File: src/rtl/instr_loader_pkg.sv
// Shared constants for the serial instruction loader: state encodings,
// the default frame header and the frame length decoder.
package instr_loader_pkg;

    localparam logic [7:0] HEADER_DEFAULT = 8'hA5;

    // Loader frame FSM states
    localparam logic [2:0] LD_IDLE  = 3'd0;
    localparam logic [2:0] LD_LEN   = 3'd1;
    localparam logic [2:0] LD_DATA  = 3'd2;
    localparam logic [2:0] LD_CHECK = 3'd3;
    localparam logic [2:0] LD_DONE  = 3'd4;
    localparam logic [2:0] LD_ERROR = 3'd5;

    // UART receiver states
    localparam logic [1:0] RX_IDLE  = 2'd0;
    localparam logic [1:0] RX_START = 2'd1;
    localparam logic [1:0] RX_DATA  = 2'd2;
    localparam logic [1:0] RX_STOP  = 2'd3;

    // LEN byte 0 encodes 256; the count never exceeds the memory depth.
    function automatic logic [8:0] frame_len(input logic [7:0] len_byte,
                                             input int unsigned depth);
        logic [8:0] len;
        len = (len_byte == 8'd0) ? 9'd256 : {1'b0, len_byte};
        if (32'(len) > depth) begin
            len = 9'(depth);
        end
        return len;
    endfunction

endpackage

File: src/rtl/instr_loader_uart_rx.sv
// 8N1 UART receiver, LSB first, mid-bit sampling on an already-synchronized
// line. Emits a one-cycle byte_valid or frame_err right after the stop sample.
module instr_loader_uart_rx
    import instr_loader_pkg::*;
#(
    parameter int unsigned CLKS_PER_BIT = 868
) (
    input  logic       clock,
    input  logic       reset_n,
    input  logic       rx_sync,
    output logic [7:0] rx_byte,
    output logic       byte_valid,
    output logic       frame_err
);

    localparam int unsigned CntW = $clog2(CLKS_PER_BIT);
    localparam logic [CntW-1:0] HalfM1 = CntW'(CLKS_PER_BIT / 2 - 1);
    localparam logic [CntW-1:0] FullM1 = CntW'(CLKS_PER_BIT - 1);

    logic [1:0]      state_q, state_d;
    logic [CntW-1:0] cnt_q, cnt_d;
    logic [2:0]      bit_q, bit_d;
    logic [7:0]      shift_q, shift_d;
    logic [7:0]      byte_q, byte_d;
    logic            valid_q, valid_d;
    logic            ferr_q, ferr_d;

    // Bit timing and shift register next-state
    always_comb begin
        state_d = state_q;
        cnt_d   = cnt_q;
        bit_d   = bit_q;
        shift_d = shift_q;
        byte_d  = byte_q;
        valid_d = 1'b0;
        ferr_d  = 1'b0;
        case (state_q)
            RX_IDLE: begin
                cnt_d = '0;
                if (!rx_sync) begin
                    state_d = RX_START;
                end
            end
            RX_START: begin
                if (cnt_q == HalfM1) begin
                    cnt_d   = '0;
                    bit_d   = 3'd0;
                    // Line back high at mid-start: a glitch, not a start bit
                    state_d = rx_sync ? RX_IDLE : RX_DATA;
                end else begin
                    cnt_d = cnt_q + 1'b1;
                end
            end
            RX_DATA: begin
                if (cnt_q == FullM1) begin
                    cnt_d   = '0;
                    shift_d = {rx_sync, shift_q[7:1]};
                    bit_d   = bit_q + 3'd1;
                    if (bit_q == 3'd7) begin
                        state_d = RX_STOP;
                    end
                end else begin
                    cnt_d = cnt_q + 1'b1;
                end
            end
            RX_STOP: begin
                if (cnt_q == FullM1) begin
                    cnt_d   = '0;
                    state_d = RX_IDLE;
                    if (rx_sync) begin
                        valid_d = 1'b1;
                        byte_d  = shift_q;
                    end else begin
                        ferr_d = 1'b1;
                    end
                end else begin
                    cnt_d = cnt_q + 1'b1;
                end
            end
            default: state_d = RX_IDLE;
        endcase
    end

    // Receiver state registers with synchronous reset
    always_ff @(posedge clock) begin
        if (!reset_n) begin
            state_q <= RX_IDLE;
            cnt_q   <= '0;
            bit_q   <= 3'd0;
            shift_q <= 8'd0;
            byte_q  <= 8'd0;
            valid_q <= 1'b0;
            ferr_q  <= 1'b0;
        end else begin
            state_q <= state_d;
            cnt_q   <= cnt_d;
            bit_q   <= bit_d;
            shift_q <= shift_d;
            byte_q  <= byte_d;
            valid_q <= valid_d;
            ferr_q  <= ferr_d;
        end
    end

    assign rx_byte    = byte_q;
    assign byte_valid = valid_q;
    assign frame_err  = ferr_q;

endmodule

File: src/rtl/instr_loader.sv
// Serial boot loader: receives HEADER, LEN, data, CSUM over UART, writes the
// data into instruction memory and releases the CPU only on a valid image.
module instr_loader
    import instr_loader_pkg::*;
#(
    parameter int unsigned CLKS_PER_BIT = 868,
    parameter int unsigned ADDR_W       = 8,
    parameter logic [7:0]  HEADER       = HEADER_DEFAULT
) (
    input  logic              clock,
    input  logic              reset_n,
    input  logic              rx,
    output logic [ADDR_W-1:0] im_addr,
    output logic [7:0]        im_w_data,
    output logic              im_w_en,
    output logic              cpu_reset_n,
    output logic              busy,
    output logic              error
);

    localparam int unsigned MemDepth = 1 << ADDR_W;

    logic [1:0]        sync_q, sync_d;
    logic              rx_sync;
    logic [7:0]        rx_byte;
    logic              byte_valid;
    logic              frame_err;

    logic [2:0]        state_q, state_d;
    logic [8:0]        remain_q, remain_d;
    logic [ADDR_W-1:0] addr_q, addr_d;
    logic [7:0]        sum_q, sum_d;
    logic [ADDR_W-1:0] im_addr_q, im_addr_d;
    logic [7:0]        im_w_data_q, im_w_data_d;
    logic              im_w_en_q, im_w_en_d;
    logic              cpu_rst_n_q, cpu_rst_n_d;
    logic              busy_q, busy_d;
    logic              error_q, error_d;

    // Two-flop synchronizer for the asynchronous rx line
    always_comb begin
        sync_d = {sync_q[0], rx};
    end

    assign rx_sync = sync_q[1];

    instr_loader_uart_rx #(
        .CLKS_PER_BIT(CLKS_PER_BIT)
    ) u_rx (
        .clock     (clock),
        .reset_n   (reset_n),
        .rx_sync   (rx_sync),
        .rx_byte   (rx_byte),
        .byte_valid(byte_valid),
        .frame_err (frame_err)
    );

    // Frame FSM, address counter and checksum accumulator
    always_comb begin
        state_d     = state_q;
        remain_d    = remain_q;
        addr_d      = addr_q;
        sum_d       = sum_q;
        im_addr_d   = im_addr_q;
        im_w_data_d = im_w_data_q;
        im_w_en_d   = 1'b0;
        cpu_rst_n_d = cpu_rst_n_q;
        busy_d      = busy_q;
        error_d     = error_q;
        if (frame_err) begin
            if (state_q == LD_LEN || state_q == LD_DATA || state_q == LD_CHECK) begin
                state_d     = LD_ERROR;
                busy_d      = 1'b0;
                error_d     = 1'b1;
                cpu_rst_n_d = 1'b0;
            end
        end else if (byte_valid) begin
            case (state_q)
                LD_IDLE, LD_DONE, LD_ERROR: begin
                    if (rx_byte == HEADER) begin
                        state_d     = LD_LEN;
                        busy_d      = 1'b1;
                        error_d     = 1'b0;
                        cpu_rst_n_d = 1'b0;
                    end
                end
                LD_LEN: begin
                    remain_d = frame_len(rx_byte, MemDepth);
                    sum_d    = 8'd0;
                    addr_d   = '0;
                    state_d  = LD_DATA;
                end
                LD_DATA: begin
                    im_w_en_d   = 1'b1;
                    im_addr_d   = addr_q;
                    im_w_data_d = rx_byte;
                    sum_d       = sum_q + rx_byte;
                    addr_d      = addr_q + 1'b1;
                    remain_d    = remain_q - 9'd1;
                    if (remain_q == 9'd1) begin
                        state_d = LD_CHECK;
                    end
                end
                LD_CHECK: begin
                    busy_d = 1'b0;
                    if (rx_byte == sum_q) begin
                        state_d     = LD_DONE;
                        cpu_rst_n_d = 1'b1;
                    end else begin
                        state_d = LD_ERROR;
                        error_d = 1'b1;
                    end
                end
                default: state_d = LD_IDLE;
            endcase
        end
    end

    // Loader registers with synchronous active-low reset
    always_ff @(posedge clock) begin
        if (!reset_n) begin
            sync_q      <= 2'b11;
            state_q     <= LD_IDLE;
            remain_q    <= 9'd0;
            addr_q      <= '0;
            sum_q       <= 8'd0;
            im_addr_q   <= '0;
            im_w_data_q <= 8'd0;
            im_w_en_q   <= 1'b0;
            cpu_rst_n_q <= 1'b0;
            busy_q      <= 1'b0;
            error_q     <= 1'b0;
        end else begin
            sync_q      <= sync_d;
            state_q     <= state_d;
            remain_q    <= remain_d;
            addr_q      <= addr_d;
            sum_q       <= sum_d;
            im_addr_q   <= im_addr_d;
            im_w_data_q <= im_w_data_d;
            im_w_en_q   <= im_w_en_d;
            cpu_rst_n_q <= cpu_rst_n_d;
            busy_q      <= busy_d;
            error_q     <= error_d;
        end
    end

    assign im_addr     = im_addr_q;
    assign im_w_data   = im_w_data_q;
    assign im_w_en     = im_w_en_q;
    assign cpu_reset_n = cpu_rst_n_q;
    assign busy        = busy_q;
    assign error       = error_q;

endmodule

File: config.mk
export PLATFORM = sky130hd
export DESIGN_NAME = instr_loader
export DESIGN_NICKNAME = d
export VERILOG_FILES = /design/src/rtl/instr_loader_pkg.sv /design/src/rtl/instr_loader_uart_rx.sv /design/src/rtl/instr_loader.sv
export SDC_FILE = /design/constraint.sdc
export NUM_CORES = 1
export LEC_CHECK = 0
export CORE_MARGIN = 3
export CORE_UTILIZATION = 35
export DETAILED_ROUTE_END_ITERATION = 8
export PLACE_DENSITY = 0.55
export SYNTH_ARGS = -nofsm -noshare
export SYNTH_HDL_FRONTEND = slang
export SYNTH_SLANG_ARGS = --single-unit
File: constraint.sdc
create_clock -name clock -period 1.99 [get_ports clock]
set_clock_uncertainty 0.1 [all_clocks]
set_input_delay 0.398 -clock clock [delete_from_list [all_inputs] [get_ports clock]]
set_output_delay 0.398 -clock clock [all_outputs]
set_load 0.005 [all_outputs]
* Word-level counts from Yosys, hierarchy flattened
Cells that the tools add are included.
** Storage, ports and cells
- Register bits :: 83
- Logic and storage cells :: 117
** Operators by class
- Add/sub/neg operators :: 5
- $lt $le $gt $ge :: 1
- Equality and inequality tests :: 24
- Muxes and demuxes :: 43
- Bitwise gates (word level) :: 3
- Reduce and logical (&&, ||, !) cells :: 23
** Operators by type and width (number)
- 8-bit one-hot mux with 2 select lines :: 2
- 10-bit one-hot mux with 3 select lines :: 1
- 3-bit two-way mux :: 7
- 10-bit two-way mux :: 2
- 9-bit two-way mux :: 2
- 9-bit one-hot mux with 2 select lines :: 1
- 1-bit two-way mux :: 16
- 3-bit AND reduction :: 5
- 5-bit AND reduction :: 3
- 2-bit two-way mux :: 6
- 3-bit one-hot mux with 4 select lines :: 1
- 10-bit by 1-bit adder with 10-bit output (second input constant) :: 1
- 10-bit equality test (second input constant) :: 1
- 10-bit by 9-bit equality test with 1-bit output (second input constant) :: 1
- 3-bit equality test (second input constant) :: 3
- 9-bit by 1-bit equality test with 1-bit output (second input constant) :: 1
- 9-bit greater-than comparator (second input constant) :: 1
- 9-bit by 1-bit subtractor with 9-bit output (second input constant) :: 1
- 8-bit by 1-bit adder with 8-bit output (second input constant) :: 1
- 8-bit adder :: 1
- 8-bit equality test :: 1
- 8-bit equality test (second input constant) :: 1
- 8-bit zero test :: 1
- 2-bit by 1-bit != test with 1-bit output (second input constant) :: 4
- 21 further kinds :: 35

* Depth between registers and ports, before layout
Gate-level depths: netlist (run 1).
- Depth in word-level cells :: 5
- Mapped depth :: 8
- Mapped depth without buffers :: 7

* Modules after synthesis
A second synthesis (run 1) with hierarchy kept.
** Unflattened totals
- Cells, all modules :: 457
- Area total of the unflattened synthesis :: 4021.4 um^2
** By module, submodules not included
- instr_loader :: times used 1, cells each 304, area an instance 2541.2 um^2
- instr_loader_uart_rx :: times used 1, cells each 153, area an instance 1480.2 um^2

* Worst setup path before layout (run 1)
OpenSTA, ideal clock, no wires.
- Path type :: register to register
- Start :: register u_rx.byte_q[2], in the netlist u_rx.rx_byte[2]
- End :: register sum_q[7]
- Library setup time :: 0.122 ns
- Arrival :: 1.796 ns
- Required time :: 1.768 ns
- Slack :: -0.028 ns
- Stages on the path, launching flop included :: 7
- Path buffers :: 0
- Clock period less this slack :: 2.018 ns
- Path through :: dfxtp_1 -> ha_1 -> a21oi_1 -> a211oi_1 -> or3_1 -> and3_1 -> a311o_1
** On the way
- Longest elaborated chain between the ends :: 2
** Ends and longest elaborated chain
- start: declaration :: RTL line instr_loader_uart_rx.sv:24 : logic [7:0] byte_q, byte_d;
- start signal: assignment :: RTL line instr_loader_uart_rx.sv:99 : byte_q <= byte_d;
- 8-bit adder :: RTL line instr_loader.sv:97 : sum_d = sum_q + rx_byte;
- 8-bit one-hot mux with 2 select lines :: RTL line instr_loader.sv:78 : case (state_q)
- end signal: assignment :: RTL line instr_loader.sv:138 : sum_q <= sum_d;
- end: declaration :: RTL line instr_loader.sv:32 : logic [7:0] sum_q, sum_d;
Every way passes these cells.
A chain may end at the register's enable or synchronous reset.

* Worst setup path after layout (run 1)
Ends and elaborated chain as after synthesis.

==> out/results.ini, run 1 <==
[run_status]
status=completed

[power_and_ir_drop]
power_frac_seq=0.438
powerDensity_nw_per_um2=740
p_int_mw=3.07
vdd.ir_drop.worst_mv=0.484
p_comb_frac=0.028
p_clk_frac=0.534
switchingPower_mw=0.744
p_leak_nw=1.98
p_sw_frac=0.195

[grt]
met3_usage=0.0371
grt_pass1_vias=3266
grt_pass1_wl_mm=15.9
grt_util_met2=0.240
met1_usage=0.207
antenna_found_initial=0
grt_max_degree=45
top_usage_layer=met2
grtUsageTotal=0.153
grt_overflow=0

[cells_and_area]
num_antenna_cells=0
seqCellArea_sq_um=1670
multi_input_area_sq_um=2350
fillers=1093
drive_gt1_frac=0.149
nets=535
fin_util=0.465
area_growth_pct=26.6

[clock_network]
cts.clk_slew.worst_paths_ns=0.07
clock_path_buffers=2
numCtsBuffers=9
cts.sinks=83
cts_tree=yes
insertion_delay_ns=0.34
htreeDepth=3
root_buffer=clkbuf_16

[detailed_routing]
vias=3405
final_antenna_net_count=0
routedWlPerCell_um=14.2
via_per_inst=5.18
first_iter_violations=111
first_pass_iters=4
drc=0
drt_wl_total_mm=9.35

[floorplanning]
die_x_um=114
num_rows=38
die-area_sq_um=13000
num_io_pins=23
core_area_sq_um=11100
fp.dieH_um=114
floorplan.initialDensity=0.368

[worst_setup_path]
critPathLaunchType=register
path_delay_family=compound AO/OA/AOI/OAI gates
required_ns=2.11
crit_fanout=4
reg2reg_depth=6
crit_slowest_cell=or3_1
r2r_start=u_rx.rx_byte[2]
path_buf_inv=0
worstReg2RegEnd=sum_q[7]
slowest_delay_ns=0.36
path_cells=ha_4 -> a21oi_4 -> a211oi_1 -> or3_1 -> and3_1 -> a311o_1
worstPathArrival_ns=2.05
criticalPathCategory=register to register
crit_path_end_kind=register
ff2ff_setup_slack_ns=0.07

[job]
maxCapViolCount=0

[timing]
drv_slew=0
rsz0062_at_grt=true
timing.final.crit_share=0.965
max_freq_ghz=0.521
hold_violations=0
worst_slew_pin_slew_ns=0.404
relSlewSlack=0.729
setup_violations=0
layout_min_cycle_time_ns=1.92
fin_hold_ws_ns=0.307

[synthesis]
syn_area_sq_um=4070
async_flop_share=0
ys.flop_type=dfxtp_1
syn_inst=464
synth_common_cells=dfxtp_1 (83), nand2_1 (69), nor2_1 (25)
yosysMostFrequentCell=dfxtp_1
avgSynthCellArea_sq_um=8.77
synth_edf_count=0
synth_nets=487
synth_top_area_share=0.408
ys_ff_latch=83
synth_cell_types=58
synth_top_area_cell=dfxtp_1
yosysWarnings=0
synthTopCellsByArea=dfxtp_1 (41%), nand2_1 (6.4%), ha_1 (5.8%)
ys_seq_area_frac=0.408

[placement]
portBuffers=22
globalplace.congestion=0.856
dp_hpwl_mm=6.70

[worst_hold_path]
hp-class=register to register
min_from=sync_q[0]
worstHoldEndpoint=sync_q[1]
whs_path_depth=1

## layout by cell type, fill, tap and decap left out, drive strengths merged, types with 2 or more instances in the layout
| cell type | Yosys | layout |
|---|---|---|
| nand4 | 3 | 3 |
| clkinv | 0 | 2 |
| nand2 | 69 | 69 |
| dfxtp | 83 | 83 |
| a22oi | 5 | 5 |
| a311oi | 2 | 2 |
| nor3 | 11 | 11 |
| inv | 15 | 15 |
| a21boi | 30 | 30 |
| mux2i | 10 | 10 |
| buf | 8 | 38 |
| bufinv | 0 | 4 |
| nor2b | 13 | 13 |
| xnor2 | 11 | 11 |
| a21o | 6 | 6 |
| nand3b | 3 | 3 |
| ha | 19 | 19 |
| o211a | 2 | 2 |
| xor2 | 9 | 9 |
| a21oi | 15 | 15 |
| nor4 | 7 | 7 |
| clkbuf | 14 | 10 |
| o211ai | 3 | 3 |
| clkdlybuf4s50 | 0 | 21 |
| o21ai | 19 | 19 |
| nand3 | 22 | 22 |
| a32oi | 4 | 4 |
| and2 | 7 | 7 |
| nand4bb | 2 | 2 |
| and4 | 2 | 2 |
| nor2 | 26 | 26 |
| a31oi | 2 | 2 |
| or3 | 3 | 3 |
| and3 | 12 | 12 |
| nand2b | 8 | 8 |
## cell families (layout without fill, tap and decap cells)
logic type	after synthesis	count (layout)	synth area share
AO/OA/AOI/OAI	99	99	0.170
adder cells (fa/ha/maj)	20	20	0.0633
XOR/XNOR	20	20	0.0430
buffers and inverters	37	90	0.0418
multiplexers	11	11	0.0274
AND/OR/NAND/NOR	194	194	0.246
flip-flops	83	83	0.408
## power groups by stage
stage | clock network, mW | registers [mW] | logic, mW
after floorplan | 0 | 1.71 | 0.0710
after global placement | 0 | 1.71 | 0.100
after detailed placement | 0 | 1.71 | 0.103
after CTS | 2.10 | 1.67 | 0.103
after global routing | 2.17 | 1.67 | 0.118
final | 2.04 | 1.67 | 0.105
## flip-flops by register name, indices dropped and copies added, names as in the netlist, named ones only
| signal | cells |
|---|---|
| u_rx.shift_q | 8 |
| u_rx.bit_q | 3 |
| cpu_reset_n | 1 |
| sum_q | 8 |
| addr_q | 8 |
| u_rx.cnt_q | 10 |
| state_q | 3 |
| u_rx.state_q | 1 |
| sync_q | 2 |
| remain_q | 9 |
| u_rx.frame_err | 1 |
| u_rx.rx_byte | 8 |
| u_rx.byte_valid | 1 |
| error | 1 |
| im_addr | 8 |
| busy | 1 |
| im_w_data | 8 |
| im_w_en | 1 |
## routing by layer
metal,part of all wire,routed length [um]
met1,0.50,4690
met2,0.44,4100
met3,0.047,437
met4,0.012,116
met5,0,0
## metrics by stage
stage	power (mW)	setup WS [ns]	TNS (ns)	cell area [sq um]	cells
global route	3.96	-0.0135	-0.0135	5150	657
global placement	1.81	0.0252	0	4670	640
floorplan	1.78	0.0156	0	4080	464
finish	3.82	0.0689	0	5150	657
CTS	3.88	0.00698	0	5060	657
detailed placement	1.81	0.00352	0	4670	640
## cell type report
cell class | instances | area share
Multi-Input combinational cell | 344 | 0.455
Timing Repair Buffer | 59 | 0.105
Inverter | 15 | 0.0109
Sequential cell | 83 | 0.323
Clock inverter | 6 | 0.0267
Clock buffer | 10 | 0.0444
Tap cell | 140 | 0.0340
## worst max-delay path by stage
stage,startpoint,to,slack (ns),cells past startpoint
3_5_place_dp,u_rx.rx_byte[4],sum_q[7],0.004,6
6_report,u_rx.rx_byte[2],sum_q[7],0.07,6
4_1_cts,u_rx.rx_byte[4],sum_q[7],0.007,6
5_1_grt,u_rx.rx_byte[6],sum_q[7],-0.01,6
3_3_place_gp,u_rx.rx_byte[2],sum_q[7],0.03,6
2_1_floorplan,u_rx.rx_byte[2],sum_q[7],0.02,6
## repair_timing
action / 4_1_cts / 5_1_grt
buffers inserted: 1 / 0
hold endpoints to repair: 0 / 0
setup endpoints to repair: 1 / 6
hold buffers: 0 / 0
resized for setup: 3 / 15
pin swaps: 1 / 3
Note: power is estimated with default switching activity, not from simulation.
==> run 2, diff against run 1 <==
- GPL_TIMING_DRIVEN: unset -> 1
==> results of run 2 <==
Same layout as run 1: the final DEF is identical, and so are final timing and power.
